## src/rtl/serial_pkg.sv

```systemverilog
`default_nettype none
// ============================================================================
//  Module   : serial_pkg
//  Purpose  : Shared line-level constants and receive FSM state encoding for
//             the serial framing path (common with the transmit-side control).
//  Revision : 1.0  initial release
// ============================================================================
package serial_pkg;

  // Receive FSM states; encoding is fixed so debug probes read the same on both sides
  typedef enum logic [1:0] {
    IDLE   = 2'd0,
    DATA   = 2'd1,
    PARITY = 2'd2,
    STOP   = 2'd3
  } rx_state_t;

  // Line levels: the line rests low, a frame opens with a high start bit
  // and closes with a low stop bit
  localparam logic LINE_IDLE = 1'b0;
  localparam logic START_BIT = 1'b1;
  localparam logic STOP_BIT  = 1'b0;

endpackage
`default_nettype wire

```

## src/rtl/rx_word_fifo.sv

```systemverilog
`default_nettype none
// ============================================================================
//  Module   : rx_word_fifo
//  Purpose  : Small word buffer between the frame receiver and its consumer.
//             A push is accepted when full as long as a pop frees a slot in
//             the same cycle.
//  Revision : 1.0  initial release
// ============================================================================
module rx_word_fifo #(
  parameter int WIDTH = 4,
  parameter int DEPTH = 2
) (
  input  logic             clk,
  input  logic             rst,
  input  logic             i_push,
  input  logic [WIDTH-1:0] i_data,
  input  logic             i_pop,
  output logic [WIDTH-1:0] o_data,
  output logic             o_full,
  output logic             o_empty
);

  localparam int c_AW = (DEPTH > 1) ? $clog2(DEPTH) : 1;
  localparam int c_CW = $clog2(DEPTH + 1);

  logic [WIDTH-1:0] r_mem [DEPTH];
  logic [c_AW-1:0]  r_rd_ptr;
  logic [c_AW-1:0]  r_wr_ptr;
  logic [c_CW-1:0]  r_count;

  logic             w_pop_ok;
  logic             w_push_ok;

  assign o_full    = (r_count == c_CW'(DEPTH));
  assign o_empty   = (r_count == '0);
  assign o_data    = r_mem[r_rd_ptr];
  assign w_pop_ok  = i_pop && !o_empty;
  // A pop in the same cycle frees the slot the push needs
  assign w_push_ok = i_push && (!o_full || w_pop_ok);

  // Storage, pointers and occupancy; pointers wrap explicitly at DEPTH
  always_ff @(posedge clk or posedge rst) begin
    if (rst) begin
      for (int i = 0; i < DEPTH; i++) begin
        r_mem[i] <= '0;
      end
      r_rd_ptr <= '0;
      r_wr_ptr <= '0;
      r_count  <= '0;
    end else begin
      if (w_push_ok) begin
        r_mem[r_wr_ptr] <= i_data;
        r_wr_ptr        <= (r_wr_ptr == c_AW'(DEPTH - 1)) ? '0 : r_wr_ptr + 1'b1;
      end
      if (w_pop_ok) begin
        r_rd_ptr <= (r_rd_ptr == c_AW'(DEPTH - 1)) ? '0 : r_rd_ptr + 1'b1;
      end
      case ({w_push_ok, w_pop_ok})
        2'b10:   r_count <= r_count + 1'b1;
        2'b01:   r_count <= r_count - 1'b1;
        default: r_count <= r_count;
      endcase
    end
  end

endmodule
`default_nettype wire

```

## src/rtl/serial_frame_rx.sv

```systemverilog
`default_nettype none
// ============================================================================
//  Module   : serial_frame_rx
//  Purpose  : Rebuilds framed parallel words from the shift-register serial
//             stream, one bit per bit_en strobe. Checks start, even parity
//             and stop, and buffers good words behind a valid/ready port.
//  Revision : 1.0  initial release
// ============================================================================
module serial_frame_rx
  import serial_pkg::*;
#(
  parameter int WIDTH      = 4,
  parameter int PARITY_EN  = 1,
  parameter int FIFO_DEPTH = 2
) (
  input  logic             clk,
  input  logic             rst,
  input  logic             bit_en,
  input  logic             ser_in,
  input  logic             msb_first,
  output logic             out_valid,
  input  logic             out_ready,
  output logic [WIDTH-1:0] out_data,
  output logic             busy,
  output logic             frame_err,
  output logic             parity_err,
  output logic             overrun
);

  localparam int             c_CW   = $clog2(WIDTH + 1);
  localparam logic [c_CW-1:0] c_LAST = c_CW'(WIDTH - 1);

  rx_state_t        r_state;
  rx_state_t        w_next;

  logic [c_CW-1:0]  r_cnt;
  logic [WIDTH-1:0] r_asm;
  logic             r_acc;
  logic             r_perr;
  logic             r_msb;

  logic             r_frame_err;
  logic             r_parity_err;
  logic             r_overrun;

  logic             w_start;
  logic             w_shift;
  logic             w_pchk;
  logic             w_push;
  logic             w_ferr;
  logic             w_perr;

  logic             w_full;
  logic             w_empty;
  logic             w_pop;

  assign out_valid  = !w_empty;
  assign w_pop      = out_valid && out_ready;
  assign busy       = (r_state != IDLE);
  assign frame_err  = r_frame_err;
  assign parity_err = r_parity_err;
  assign overrun    = r_overrun;

  // State register
  always_ff @(posedge clk or posedge rst) begin
    if (rst) begin
      r_state <= IDLE;
    end else begin
      r_state <= w_next;
    end
  end

  // Next state and per-strobe actions; nothing moves without a strobe
  always_comb begin
    w_next  = r_state;
    w_start = 1'b0;
    w_shift = 1'b0;
    w_pchk  = 1'b0;
    w_push  = 1'b0;
    w_ferr  = 1'b0;
    w_perr  = 1'b0;
    if (bit_en) begin
      case (r_state)
        IDLE: begin
          if (ser_in == START_BIT) begin
            w_next  = DATA;
            w_start = 1'b1;
          end
        end
        DATA: begin
          w_shift = 1'b1;
          if (r_cnt == c_LAST) begin
            w_next = (PARITY_EN != 0) ? PARITY : STOP;
          end
        end
        PARITY: begin
          w_pchk = 1'b1;
          w_next = STOP;
        end
        STOP: begin
          w_next = IDLE;
          // A bad stop bit outranks a parity error
          if (ser_in != STOP_BIT) begin
            w_ferr = 1'b1;
          end else if (r_perr) begin
            w_perr = 1'b1;
          end else begin
            w_push = 1'b1;
          end
        end
        default: w_next = IDLE;
      endcase
    end
  end

  // Bit counter, assembly shifter, parity accumulator and latched bit order
  always_ff @(posedge clk or posedge rst) begin
    if (rst) begin
      r_cnt  <= '0;
      r_asm  <= '0;
      r_acc  <= 1'b0;
      r_perr <= 1'b0;
      r_msb  <= 1'b0;
    end else begin
      if (w_start) begin
        r_cnt  <= '0;
        r_acc  <= 1'b0;
        r_perr <= 1'b0;
        r_msb  <= msb_first;
      end
      if (w_shift) begin
        r_cnt <= r_cnt + 1'b1;
        r_acc <= r_acc ^ ser_in;
        if (r_msb) begin
          r_asm <= {r_asm[WIDTH-2:0], ser_in};
        end else begin
          r_asm <= {ser_in, r_asm[WIDTH-1:1]};
        end
      end
      if (w_pchk) begin
        // Even parity: data bits xor parity bit must be zero
        r_perr <= r_acc ^ ser_in;
      end
    end
  end

  // One-cycle status pulses, registered off the stop strobe
  always_ff @(posedge clk or posedge rst) begin
    if (rst) begin
      r_frame_err  <= 1'b0;
      r_parity_err <= 1'b0;
      r_overrun    <= 1'b0;
    end else begin
      r_frame_err  <= w_ferr;
      r_parity_err <= w_perr;
      r_overrun    <= w_push && w_full && !w_pop;
    end
  end

  rx_word_fifo #(
    .WIDTH (WIDTH),
    .DEPTH (FIFO_DEPTH)
  ) u_fifo (
    .clk     (clk),
    .rst     (rst),
    .i_push  (w_push),
    .i_data  (r_asm),
    .i_pop   (w_pop),
    .o_data  (out_data),
    .o_full  (w_full),
    .o_empty (w_empty)
  );

endmodule
`default_nettype wire

```

## config.mk

```make
export PLATFORM = sky130hd
export DESIGN_NAME = serial_frame_rx
export DESIGN_NICKNAME = d
export VERILOG_FILES = /design/src/rtl/serial_pkg.sv /design/src/rtl/rx_word_fifo.sv /design/src/rtl/serial_frame_rx.sv
export SDC_FILE = /design/constraint.sdc
export NUM_CORES = 1
export LEC_CHECK = 0
export CAP_MARGIN = 20
export CELL_PAD_IN_SITES_DETAIL_PLACEMENT = 0
export CELL_PAD_IN_SITES_GLOBAL_PLACEMENT = 1
export CORE_UTILIZATION = 44
export DETAILED_ROUTE_END_ITERATION = 7
export PLACE_DENSITY = 0.85
export SETUP_SLACK_MARGIN = 0.1
export SLEW_MARGIN = 15
export SYNTH_ARGS = -nofsm -noshare
export SYNTH_HDL_FRONTEND = slang
export SYNTH_SLANG_ARGS = --single-unit
```

## constraint.sdc

```tcl
create_clock -name clk -period 1.7 [get_ports clk]
set_input_delay 0.34 -clock clk [delete_from_list [all_inputs] [get_ports clk]]
set_output_delay 0.34 -clock clk [all_outputs]
set_load 0.03 [all_outputs]
```

; Word-level counts from Yosys, hierarchy flattened
; Index checks and enable logic that the tools add are counted.
[op_classes]
muxes = 35
addsub = 5
bitwise_logic = 3
div = 0
eq_ne = 9
n_mul = 0
shifts = 0
magnitude_cmp = 3
reduce_logical = 17
[ops]
columns = op, n
row1 = $mux W1, 22
row2 = $mux W4, 5
row3 = $bwmux W8, 1
row4 = $eq A2 B2 Y1 const B, 4
row5 = $pmux W2 S4, 1
row6 = $reduce_bool A2 Y1, 4
row7 = $logic_and A1 B1 Y1, 6
row8 = $mux W3, 2
row9 = $demux W4 S1, 1
row10 = $eq A2 B1 Y1 const B, 2
row11 = $ge A2 B2 Y1 const B, 2
row12 = $logic_not A2 Y1, 2
row13 = $mux W2, 2
row14 = $ne A2 B2 Y1 const B, 2
row15 = $not A1 Y2, 2
row16 = $pmux W2 S2, 1
row17 = $add A3 B1 Y3 const B, 1
row18 = $eq A3 B2 Y1 const B, 1
row19 = $logic_not A1 Y1, 3
row20 = $reduce_and A3 Y1, 1
row21 = $add A1 B1 Y1 const B, 2
row22 = $add A2 B1 Y2 const B, 1
row23 = $lt A2 B1 Y1 const B, 1
row24 = $sub A2 B1 Y2 const B, 1
row25 = other kinds (2), 2
[totals]
rom_bits = 0
input_bits = 6
memories = 0
output_inout_bits = 9
ram_bits = 0
latch_bits = 0
word_cells = 86
regBits = 27

; Longest topological paths before layout
[logic_depth]
depth_word = 8
ltp_mapped = 7
mapped_depth_nobuf = 7

; Cells and area by module
; A second synthesis with hierarchy kept.
[unflattened]
cells_unflattened = 109
area_unflattened_um2 = 1318.8
[modules_own_cells]
columns = module, cells_per_inst, instances, area_per_inst_um2
row1 = serial_frame_rx, 69, 1, 763.2
row2 = rx_word_fifo, 40, 1, 555.5

; Least setup slack after synthesis
; OpenSTA, ideal clock, no wires.
[synth_timing]
kind = reg2reg
from = register u_fifo.r_count[0]
to = register u_fifo.r_count[1]
arrival_ps = 1506
required_time_ps = 1575
slack_ps = 68
path_stages_with_launch = 7
synth_period_minus_slack_ps = 1632
path_buffers = 0
path_cell_list = dfrtp_1 -> or2_2 -> and2_1 -> ha_1 -> xnor2_1 -> nor2_1 -> xor2_1
[synth_via]
elab_chain_cells = 8
elab_cells_between_ends = 14
classes_between = 2 x add/sub / 3 x eq/ne / 1 x mux / 8 x reduce/logical
[synth_rtl]
columns = element, line_no
row1 = from (decl), rx_word_fifo.sv:29  ; logic [c_CW-1:0] r_count;
row2 = from (signal assigned), rx_word_fifo.sv:59  ; 2'b10: r_count <= r_count + 1'b1;
row3 = from (signal assigned), rx_word_fifo.sv:60  ; 2'b01: r_count <= r_count - 1'b1;
row4 = from (signal assigned), rx_word_fifo.sv:61  ; default: r_count <= r_count;
row5 = $logic_not A2 Y1 *, rx_word_fifo.sv:35  ; assign o_empty = (r_count == '0);
row6 = $logic_not A1 Y1 *, serial_frame_rx.sv:57  ; assign out_valid = !w_empty;
row7 = named net out_valid, serial_frame_rx.sv:21  ; output logic out_valid,
row8 = $logic_and A1 B1 Y1, serial_frame_rx.sv:58  ; assign w_pop = out_valid && out_ready;
row9 = $logic_and A1 B1 Y1 *, rx_word_fifo.sv:37  ; assign w_pop_ok = i_pop && !o_empty;
row10 = named net u_fifo.w_pop_ok, rx_word_fifo.sv:31  ; logic w_pop_ok;
row11 = $logic_or A1 B1 Y1, rx_word_fifo.sv:39  ; assign w_push_ok = i_push && (!o_full || w_pop_ok);
row12 = $logic_and A1 B1 Y1, rx_word_fifo.sv:39
row13 = $eq A2 B1 Y1 or $eq A2 B2 Y1 (tied branches), rx_word_fifo.sv:58  ; case ({w_push_ok, w_pop_ok})
row14 = $pmux W2 S2 or $reduce_bool A2 Y1 (tied branches), n/a
; The timed path passes the listed nets; every way through them passes the cells marked *.
; A chain may end at the register's enable or synchronous reset.

; Worst setup path in the final report
[layout_timing]
from = register u_fifo.r_rd_ptr
to = output port out_data[3]
[layout_via]
elab_chain_cells = 4
[layout_rtl]
columns = element, line_no
row1 = from (decl), rx_word_fifo.sv:27  ; logic [c_AW-1:0] r_rd_ptr;
row2 = from (signal assigned), rx_word_fifo.sv:56  ; r_rd_ptr <= (r_rd_ptr == c_AW'(DEPTH - 1)) ? '0 : r_rd_ptr + 1'b1;
row3 = $not A1 Y2 (implied by the code), rx_word_fifo.sv:36  ; assign o_data = r_mem[r_rd_ptr];
row4 = $mux W4 (implied by the code) (3 in a row), rx_word_fifo.sv:36
row5 = to (decl), serial_frame_rx.sv:23  ; output logic [WIDTH-1:0] out_data,
; No other way between the ends. The select of a mux whose other input is x is not followed.

==> results by group <==
Pwr
  – Switching share of power: 0.3705
  – Comb pwr share: 0.514
  – Pwr Density: 1715 mW/mm²
  – Power Total: ~0.0030 W
  – Internal Pwr Total: around 0.0019 W
  – Leak: just over 0.8 nW
  – IR Drop Worst-Case VDD: 1.127 mV
  – Sw power: 0.001102 W
  – Sequential share of power: 0.394
  – Clk pwr share: 0.091

CTS
  – Clk_lat worst skew: about 0.32 ns
  – Deepest clock path buffer count: 2
  – H-Tree Depth: 1
  – CTS tree: built
  – CTS buffer count: 3
  – Clock sinks: 27
  – CTS root buf: clkbuf_4
  – Clock transition at the registers of the reported paths: about 0.14 ns
  – Hold Buf Count CTS: 0

GRT
  – Largest net degree at the start of global routing: 28
  – Initial antenna violation count: 0
  – GRT Resource Usage Total: 0.1643
  – First-pass GRT wire length: roughly 4 mm
  – Vias in the first global route: between 800 and 900
  – Grt ovf: 0

Finish
  – Final net count: about 150
  – # diodes: 0
  – Share of cells above drive strength 1: 0.4234
  – P&R area growth vs syn: 32.76%

Drt
  – WL met1: ~990 µm
  – Highest metal used: met4
  – Met2 routed WL: about 1.3 mm
  – Met3 WL post-DR: 78 µm
  – Post-route DRC: 0
  – WL final: 2.423 mm
  – Routed Antenna Nets: 0
  – Total number of vias: between 800 and 900
  – DR vias/cell: roughly 5.2
  – First drt pass iteration count: 4
  – Initial drt markers: 4
  – Routed WL per cell: approximately 14 µm

Timing
  – Crit path time final: between 1.5 and 2 ns
  – Slew Limit Fails: 0
  – Clk_skew: approximately 0.0047 ns
  – Unrepaired setup endpoints after global routing: yes
  – Worst Tran Pin Value: around 0.34 ns
  – Final setup viols: 0
  – Fin. Hold Viols: 0
  – Fmax: between 0.6 and 0.7 GHz
  – Final worst-path cycle share: 0.9479
  – Slew margin rel.: 0.7712
  – Fin worst setup slack: a little under 0.09 ns

Critical path
  – Worst Setup End Kind: output pin
  – WP data required: about 1.4 ns
  – WP data arrival: roughly 1.3 ns
  – Worst setup SP type: flop
  – CP max FO: 5
  – Kind of critical path: reg2out

Logic synthesis
  – Syn_nets: approximately 120
  – Yosys cell types: 28
  – Top_reg_cell synth: dfrtp_1
  – EDFF count, synth: 0
  – Seq/Total Area, Yosys: 0.5172
  – Synth top cells by count: dfrtp_1, mux2_2, ha_1, nand2_1, o21ai_0
  – Yosys top cell area share: 0.5172
  – Synthesized flop and latch total: 27
  – Synthesized area: between 0.001 and 0.0015 mm²
  – Most frequent cell after synthesis: dfrtp_1
  – Asr flop ratio synth: 1.000
  – Yosys warning total: 0
  – Leading area contributor after synthesis: dfrtp_1
  – Mean Syn Cell Area: 12.56 µm²
  – Syn Inst Count: between 100 and 150
  – Synth top area cells: dfrtp_1, mux2_2, ha_1

Placed design
  – DP Wirelength: around 1.7 mm
  – Placer Congestion: between 0.6 and 0.7
  – PortBufs: 14
  – Pre-CTS setup slack: -0.2578 ns

Floorplan
  – Starting density of the core: 0.4696
  – I/O pin cnt: 15
  – Core region area: about 0.0028 mm²
  – Die area: around 0.0032 mm²
  – # rows: 19
  – Die W: about 56 µm
  – Die Y: around 56 µm

Worst hold path
  – Hold WC Path Type: in2async

Run
  – Max-cap violations: 0

Status
  – Status: finished clean
[final timing paths]
| kind | start | to | slack [ns] | cells after the start |
|---|---|---|---|---|
| worst max-delay path | u_fifo.r_rd_ptr | out_data[3] | 0.09 | 2 |
| worst min-delay path | rst | u_fifo.r_mem[5] | 0.36 | 3 |
| worst max register to register | r_state[0] | u_fifo.r_count[1] | 0.09 | 7 |
| worst min register to register | u_fifo.r_count[1] | u_fifo.r_count[1] | 0.50 | 1 |
| max in group asynchronous | rst | u_fifo.r_rd_ptr | 1.07 | 3 |
| min in group clk | u_fifo.r_count[1] | u_fifo.r_count[1] | 0.50 | 1 |
[cells by family after synthesis]
| family | Yosys count | share of synthesized area |
|---|---|---|
| adder cells (fa/ha/maj) | 7 | 0.06705 |
| buffers and inverters | 9 | 0.02681 |
| AND/OR/NAND/NOR | 23 | 0.1111 |
| flip-flops | 27 | 0.5172 |
| multiplexers | 19 | 0.1705 |
| XOR/XNOR | 6 | 0.04024 |
| AO/OA/AOI/OAI | 13 | 0.06705 |
[routing by layer]
layer,GRT usage,up-vias
met5,0,-
met4,0.06272,0
li1,-,431
met2,0.3059,14
met3,0.02304,2
met1,0.1876,433
[per-stage QoR]
step                      hold slack [ns]  instances  utilization  area (µm²)  TNS [ns]
after floorplan                    0.3927        104            -        1315         0
after global placement             0.4740        154       0.5533        1539    -1.867
after detailed placement           0.4810        154       0.5533        1539    -2.242
after CTS                          0.3616        165       0.5983        1664         0
after global routing               0.3740        168       0.6235        1734         0
final                              0.3598        168       0.6235        1734         0
[repair_timing]
action,in CTS,in global routing
gates resized for setup,46,13
setup buffers,7,3
pin swaps,4,6
endpoints found under the setup margin,15,12
[placed cells by master, fill, tap and decap left out, drive strengths merged]
master / count
dfrtp: 27
buf: 24
mux2: 14
o21ai: 7
nand2: 7
ha: 7
inv: 6
mux2i: 5
clkdlybuf4s50: 5
nor2: 4
clkbuf: 4
xor2: 3
dlygate4sd2: 3
nand3: 3
xnor2: 3
and2: 2
a32o: 2
o211ai: 1
nand4bb: 1
or3b: 1
nor3b: 1
o221ai: 1
and4bb: 1
or2: 1
and4b: 1
and3: 1
a21o: 1
o2bb2ai: 1
[worst max-delay path, stage by stage (launching register included)]
cell,delay [ns]
dfrtp_2,0.49
mux2_4,0.32
buf_6,0.14
[area by class of cell]
type	instances	area (µm²)
flip-flops and latches	27	676.9
well taps	31	38.79
multi-input cells	68	690.7
repair buffers	32	276.5
clock buffers	4	26.28
inverters	6	25.02
fillers	218	1047
[registers in the layout, summed over array words and instances (netlist names), 2 cells and up]
signal and flops:
r_state 2, r_asm 4, u_fifo.r_count 2, u_fifo.r_mem 8, r_cnt 3
[power groups by stage]
stage          Sequential [W]  Clock, W  Combinational (W)
2_1_floorplan         0.00109         0           0.000890
3_3_place_gp          0.00115         0            0.00116
3_5_place_dp          0.00117         0            0.00121
4_1_cts               0.00117  0.000289            0.00139
5_1_grt               0.00122  0.000314            0.00166
6_report              0.00117  0.000272            0.00153
Note: power is estimated with default switching activity, not from simulation.
